--- config.mk ---
export PLATFORM = sky130hd
export DESIGN_NAME = loudness_meter
export DESIGN_NICKNAME = d
export VERILOG_FILES = /design/src/rtl/audio_pkg.sv /design/src/rtl/abs_sat.sv /design/src/rtl/loudness_meter.sv
export SDC_FILE = /design/constraint.sdc
export NUM_CORES = 1
export LEC_CHECK = 0
export BUFFER_PORTS_ARGS = -buffer_cell sky130_fd_sc_hd__buf_2
export CAP_MARGIN = 20
export CORE_ASPECT_RATIO = 1.25
export CORE_MARGIN = 1.5
export CORE_UTILIZATION = 62
export CTS_BUF_LIST = sky130_fd_sc_hd__clkbuf_16
export CTS_CLUSTER_DIAMETER = 150
export DETAILED_ROUTE_END_ITERATION = 16
export PLACE_DENSITY = 0.83
export SLEW_MARGIN = 10
export SYNTH_ARGS = -nofsm -noshare
export SYNTH_HDL_FRONTEND = slang
export SYNTH_HIERARCHICAL = 1
export SYNTH_SLANG_ARGS = --single-unit
--- constraint.sdc ---
create_clock -name clk_in -period 8.62 [get_ports clk_in]
set_clock_uncertainty 0.05 [all_clocks]
set_input_delay 0.862 -clock clk_in [delete_from_list [all_inputs] [get_ports clk_in]]
set_output_delay 0.862 -clock clk_in [all_outputs]
set_load 0.02 [all_outputs]
--- src/rtl/audio_pkg.sv ---
// Shared audio sample types for the microphone and loudness stages.
// Pure type/constant package; no logic, no latency, no flow control.
package audio_pkg;
  localparam int SAMPLE_W = 18;

  typedef logic signed [SAMPLE_W-1:0] sample_t;
  typedef logic [SAMPLE_W-1:0] mag_t;
  typedef enum logic {CH_LEFT = 1'b0, CH_RIGHT = 1'b1} channel_t;
endpackage

--- src/rtl/abs_sat.sv ---
// Saturating absolute value of a signed sample; the most negative code clamps to max positive.
// Purely combinational, zero latency, no backpressure.
module abs_sat
  import audio_pkg::*;
(
  input  sample_t sample,
  output mag_t    mag
);

  localparam sample_t MOST_NEG = {1'b1, {(SAMPLE_W-1){1'b0}}};
  localparam mag_t    MOST_POS = {1'b0, {(SAMPLE_W-1){1'b1}}};

  always_comb begin
    if (sample == MOST_NEG) begin
      mag = MOST_POS;
    end else if (sample[SAMPLE_W-1]) begin
      mag = mag_t'(-sample);
    end else begin
      mag = mag_t'(sample);
    end
  end

endmodule

--- src/rtl/loudness_meter.sv ---
// Windowed mean/peak absolute amplitude meter with a held loudness flag.
// Results 1 cycle after the window-closing strobe; strobe-driven input, no backpressure.
module loudness_meter
  import audio_pkg::*;
#(
  parameter int           WINDOW_LOG2  = 10,
  parameter logic [17:0]  THRESHOLD    = 18'd4096,
  parameter int           HOLD_WINDOWS = 4,
  parameter logic         CHANNEL      = 1'b0
) (
  input  logic                clk_in,
  input  logic                rst_in,
  input  sample_t             sample_in,
  input  logic                sample_valid_in,
  input  logic                sample_channel_in,
  output mag_t                level_out,
  output mag_t                peak_out,
  output logic                level_valid_out,
  output logic                loud_out
);

  localparam int ACC_W  = SAMPLE_W + WINDOW_LOG2;
  localparam int HOLD_W = ($clog2(HOLD_WINDOWS + 1) < 1) ? 1 : $clog2(HOLD_WINDOWS + 1);
  localparam logic [HOLD_W-1:0] HOLD_LOAD = HOLD_W'(HOLD_WINDOWS);

  logic [ACC_W-1:0]       acc;
  logic [ACC_W-1:0]       acc_sum;
  mag_t                   peak;
  mag_t                   peak_next;
  mag_t                   mag;
  mag_t                   level_next;
  logic [WINDOW_LOG2-1:0] cnt;
  logic [HOLD_W-1:0]      hold_cnt;
  logic [HOLD_W-1:0]      hold_next;
  logic                   accept;
  logic                   window_done;

  abs_sat u_abs_sat (
    .sample (sample_in),
    .mag    (mag)
  );

  assign accept      = sample_valid_in && (sample_channel_in == CHANNEL);
  assign window_done = accept && (cnt == {WINDOW_LOG2{1'b1}});
  assign loud_out    = (hold_cnt != '0);

  // The accumulator is wide enough for a full window of max-magnitude samples.
  always_comb begin
    acc_sum    = acc + ACC_W'(mag);
    peak_next  = (mag > peak) ? mag : peak;
    level_next = mag_t'(acc_sum >> WINDOW_LOG2);
    hold_next  = hold_cnt;
    if (level_next >= THRESHOLD) begin
      hold_next = HOLD_LOAD;
    end else if (hold_cnt != '0) begin
      hold_next = hold_cnt - HOLD_W'(1);
    end
  end

  always_ff @(posedge clk_in) begin
    if (rst_in) begin
      acc             <= '0;
      peak            <= '0;
      cnt             <= '0;
      hold_cnt        <= '0;
      level_out       <= '0;
      peak_out        <= '0;
      level_valid_out <= 1'b0;
    end else begin
      level_valid_out <= 1'b0;
      if (accept) begin
        cnt <= cnt + WINDOW_LOG2'(1);
        if (window_done) begin
          level_out       <= level_next;
          peak_out        <= peak_next;
          level_valid_out <= 1'b1;
          hold_cnt        <= hold_next;
          acc             <= '0;
          peak            <= '0;
        end else begin
          acc  <= acc_sum;
          peak <= peak_next;
        end
      end
    end
  end

endmodule

## Word level (Yosys, flattened, before mapping)

Index checks and enable logic that the tools add are counted.

| storage, ports and cells | value |
|---|---|
| output and inout port bits | 38 |
| bits in registers | 96 |
| input port bits | 22 |
| word-level logic and storage cells | 32 |

| cells by class | value |
|---|---|
| magnitude comparators | 2 |
| muxes and demuxes | 8 |
| add/sub/neg operators | 4 |
| eq/ne operators | 2 |
| reductions and logical operators | 7 |
| bitwise logic cells | 2 |

Operator list:

| kind | count |
|---|---|
| 18-bit two-way mux | 4 |
| 28-bit by 18-bit adder with 28-bit output | 1 |
| 28-bit two-way mux | 1 |
| 18-bit equality test, second input constant | 1 |
| 18-bit by 13-bit greater-or-equal comparator with 1-bit output, second input constant | 1 |
| 18-bit > comparator | 1 |
| 18-bit negator | 1 |
| 10-bit by 1-bit adder with 10-bit output, second input constant | 1 |
| 10-bit equality test, second input constant | 1 |
| 3-bit two-way mux | 2 |
| 3-bit AND reduction | 1 |
| 3-bit nonzero test | 1 |
| 3-bit by 1-bit subtractor with 3-bit output, second input constant | 1 |
| 1-bit logical AND | 2 |
| 1-bit inverter | 2 |
| 2-bit AND reduction | 1 |
| 2-bit nonzero test | 1 |
| 2-bit OR reduction | 1 |
| 1-bit two-way mux | 1 |

## Logic depth before layout (Yosys ltp)

| depth | value |
|---|---|
| word-level depth | 7 |
| gate-level depth with buffers | 19 |
| depth with buffers taken out | 17 |

## Hierarchy

Netlist, hierarchy kept.

By module, submodules not included:

| module | times used | cells each | area each (sq um) | sequential area each (sq um) |
|---|---|---|---|---|
| loudness_meter | 1 | 626 | 5287.6 | 1921.8 |
| abs_sat | 1 | 72 | 442.9 | 0.0 |

## Least setup slack after synthesis

No wires, ideal clock.

| path | value |
|---|---|
| path kind | input to register |
| start point | input sample_in[10] |
| end point | register hold_cnt[2] |
| arrival time | 4783 ps |
| setup slack | 3655 ps |
| setup time | 132 ps |
| cell stages on the path | 19 |
| data required time | 8438 ps |
| buffers on the path | 3 |
| path through | or3_4 or3_1 buf_2 or3_1 buf_6 nand2_1 ha_1 inv_1 fa_1 and2b_1 o31ai_2 a2111oi_4 o211ai_2 and2_4 buf_6 o32a_1 a2111oi_4 a31o_1 a21oi_1 |

| between the ends | value |
|---|---|
| elaborated cells on any way between the ends | 9 |
| classes of those cells | add/sub (2); order compare (1); eq/ne (1); mux (3); reduce/logical (2) |

RTL lines:

| element | line | text |
|---|---|---|
| start: declaration | loudness_meter.sv:13 | `input sample_t sample_in,` |
| 18-bit equality test * | abs_sat.sv:14 | `if (sample == MOST_NEG) begin` |
| 18-bit two-way mux * | abs_sat.sv:14 |  |
| named net mag[0] | loudness_meter.sv:30 | `mag_t mag;` |
| 28-bit by 18-bit adder with 28-bit output * | loudness_meter.sv:49 | `acc_sum = acc + ACC_W'(mag);` |
| 18-bit by 13-bit greater-or-equal comparator with 1-bit output * | loudness_meter.sv:53 | `if (level_next >= THRESHOLD) begin` |
| 2-bit nonzero test (no line) | - |  |
| 3-bit AND reduction (no line) | - |  |
| end signal: assignment | loudness_meter.sv:77 | `hold_cnt <= hold_next;` |
| end: declaration | loudness_meter.sv:33 | `logic [HOLD_W-1:0] hold_cnt;` |

The timed path passes the listed nets; every way through them passes the cells marked *.
A chain may end at the register's enable or synchronous reset.

## Worst setup path after layout

Same ends and word-level chain as after synthesis.

==> summary.md <==
| Metric | Value |
|---|---|
| Layout cells sized above 1 | 0.124 |
| Die area | between 0.009 and 0.01 sq mm |
| Io pins | 60 |
| YS warnings | 6 |
| Final wirelength | about 14000 um |
| Rel. slew slack | 0.266 |
| Final Cell Area | roughly 0.0064 sq mm |
| Fin. max-slew vios | 0 |
| Initial core utilization | 0.631 |
| Main synth FF type | dfxtp_1 |
| Drt via density | ~6 |
| Iter 0 DRT Violations | between 200 and 300 |
| CP required | between 8 and 9 ns |
| Fin crit share | 0.601 |
| Htree depth | 3 |
| Vias in the first global route | roughly 5000 |
| Remaining antenna violation count | 0 |
| Root Driver | clkbuf_16 |
| Synth-to-layout area growth | 10.9% |
| Synth area leaders | dfxtp_1 (34%), ha_1 (8.7%), nand2_1 (5.6%) |
| CP arrival | 5.32 ns |
| # setup viols final | 0 |
| Slew @ Worst Pin | roughly 1.1 ns |
| DRT Pass-1 Iters | 5 |
| RSZ-0062 raised after global routing | no |
| Crit end category | flip-flop |
| Via count | between 5000 and 6000 |
| Lkg Pwr | approximately 2.7 nW |
| Post-synth top area cell | dfxtp_1 |
| Postcts setup bufs | 0 |
| GR Util met3 | 0.0590 |
| Synth Register Bits | 96 |
| Tmin final | 5.18 ns |
| GRT met1 Usage | 0.336 |
| Maximum vdd drop | 119 uV |
| Die W | just under 90 um |
| CTS buffer count | 9 |
| Post-CTS Hold Fix Bufs | 0 |
| Crit Path Category | in -> reg |
| Final hold viol count | 0 |
| Final setup margin | 3.44 ns |
| DP Wirelength | ~9500 um |
| Syn Nets | about 760 |
| # diodes | 0 |
| Top-count cell post-synth | dfxtp_1 |
| Outcome | completed |
| Die outline height | between 100 and 150 um |
| Final setup TNS | 0 ns |
| Core area | about 0.0091 sq mm |
| Crit Path Max Fanout | 16 |
| Routed wire per std cell | 15.8 um |
| Clk sinks | 96 |
| GRT Residual Overflow | 0 |
| PwrDens | around 170 mW/mm^2 |
| Power, Total | 1.09 mW |
| Reg clk slew, reported paths | about 0.060 ns |
| Buffers on Ports | 59 |
| Worst setup SP type | primary input |
| Gr busiest metal | met2 |
| Setup WS pre-CTS | roughly 3.1 ns |
| CTS tree | built |
| Post_cts resized | 0 |
| Placer Congestion | 0.961 |
| Max Fclk | around 190 MHz |
| Number of flops mapped to enable cells by yosys | 0 |
| Global Route met2 Usage | 0.494 |
| DR DRC count | 0 |
| Worst hold path type | reg -> reg |
| Max_cap viols | 0 |
| Ys async rst share | 0 |
| Largest net degree at the start of global routing | 90 |
| Seq/Total Area, Yosys | 0.335 |
| Final #Nets | between 800 and 900 |
| GR Util All Layers | 0.286 |
| Syn Inst Count | about 700 |
| Share of the synthesized area in the top cell type | 0.335 |
| Count of cell types in the netlist | 58 |
| Deepest clock path buffer count | 2 |
| Row count | 39 |
| Post-Syn Area per Cell | roughly 8 sq um |
| Clock latency on the worst-skew pair | 0.34 ns |
| First-pass GRT wire length | approximately 22000 um |
| Synthesized cell area | 0.00573 sq mm |
| Commonest cells in the netlist | dfxtp_1 (96), nand2_1 (85), nor2_1 (80), a21oi_1 (48), ha_1 (40) |
| Placed instance area | approximately 0.0061 sq mm |
| Initial antenna violation count | 0 |
critical path, cell delays in order:
cell,delay [ns]
buf_2,0.11
or3_4,0.39
or3_1,0.41
or3_1,0.60
nand2_1,0.25
ha_1,0.21
inv_1,0.06
fa_1,0.37
and2b_1,0.26
o31ai_2,0.13
a2111oi_4,0.38
o211ai_2,0.16
and2_4,0.21
o32a_1,0.38
a2111oi_4,0.25
a31o_1,0.20
a21oi_1,0.07
through the flow:
stage	utilization	hold slack [ns]	instances
global placement	0.667	0.386	850
CTS	0.699	0.399	866
global route	0.700	0.429	867
floorplan	-	0.386	698
detailed placement	0.667	0.391	850
finish	0.700	0.398	867
routing by layer:
metal / up-vias / wire length, um
met1: 2483 / 5690
met5: - / 0
met2: 151 / 7110
met3: 27 / 635
li1: 2568 / -
met4: 0 / 282
kinds of logic after synthesis:
group | after synthesis | synth area share
buffers and inverters | 69 | 0.0528
flip-flops | 96 | 0.335
adder cells (fa/ha/maj) | 41 | 0.0908
AO/OA/AOI/OAI | 185 | 0.229
multiplexers | 19 | 0.0332
XOR/XNOR | 41 | 0.0627
AND/OR/NAND/NOR | 247 | 0.196
layout by cell type, fill, tap and decap left out, types with 13 or more instances in the layout:
cell	instances
buf_2	59
a22oi_1	13
a22o_1	18
ha_1	40
nand2_1	85
xor2_1	27
nor2_1	80
inv_1	33
xnor2_1	14
mux2i_1	19
a21oi_1	48
a211oi_1	29
nand3_1	15
a21o_1	14
dfxtp_1	96
state kept, by name, indices dropped and copies added, names as in the netlist:
name and cells:
acc 28, cnt 10, hold_cnt 3, level_out 18, level_valid_out 1, peak 18
peak_out 18
power breakdown:
part	switching [mW]	internal (mW)	leakage [nW]	total, mW
clock	0.167	0.222	0.144	0.389
combinational	0.142	0.0912	1.75	0.233
sequential	0.0102	0.458	0.777	0.469
cell type report:
cell class                      count  area (sq um)
Multi-Input combinational cell    533          3510
Fill cell                         716          2720
Sequential cell                    96          1920
Timing Repair Buffer               67           353
Clock buffer                        9           225
Tap cell                          123           154
Inverter                           32           120
Clock inverter                      7          63.8
path summary, 6_finish.rpt:
| path | start | end | slack (ns) | depth (start not counted) |
|---|---|---|---|---|
| worst min register to register | level_out[6]$_SDFFE_PP0P_ | level_out[6]$_SDFFE_PP0P_ | 0.40 | 2 |
| worst max register to register | acc[0]$_SDFFE_PP0P_ | hold_cnt[2]$_SDFFE_PP0P_ | 5.41 | 12 |
| worst max-delay path | sample_in[10] | hold_cnt[2]$_SDFFE_PP0P_ | 3.44 | 17 |
| worst min-delay path | level_out[6]$_SDFFE_PP0P_ | level_out[6]$_SDFFE_PP0P_ | 0.40 | 2 |
(Power assumes the default switching activity.)
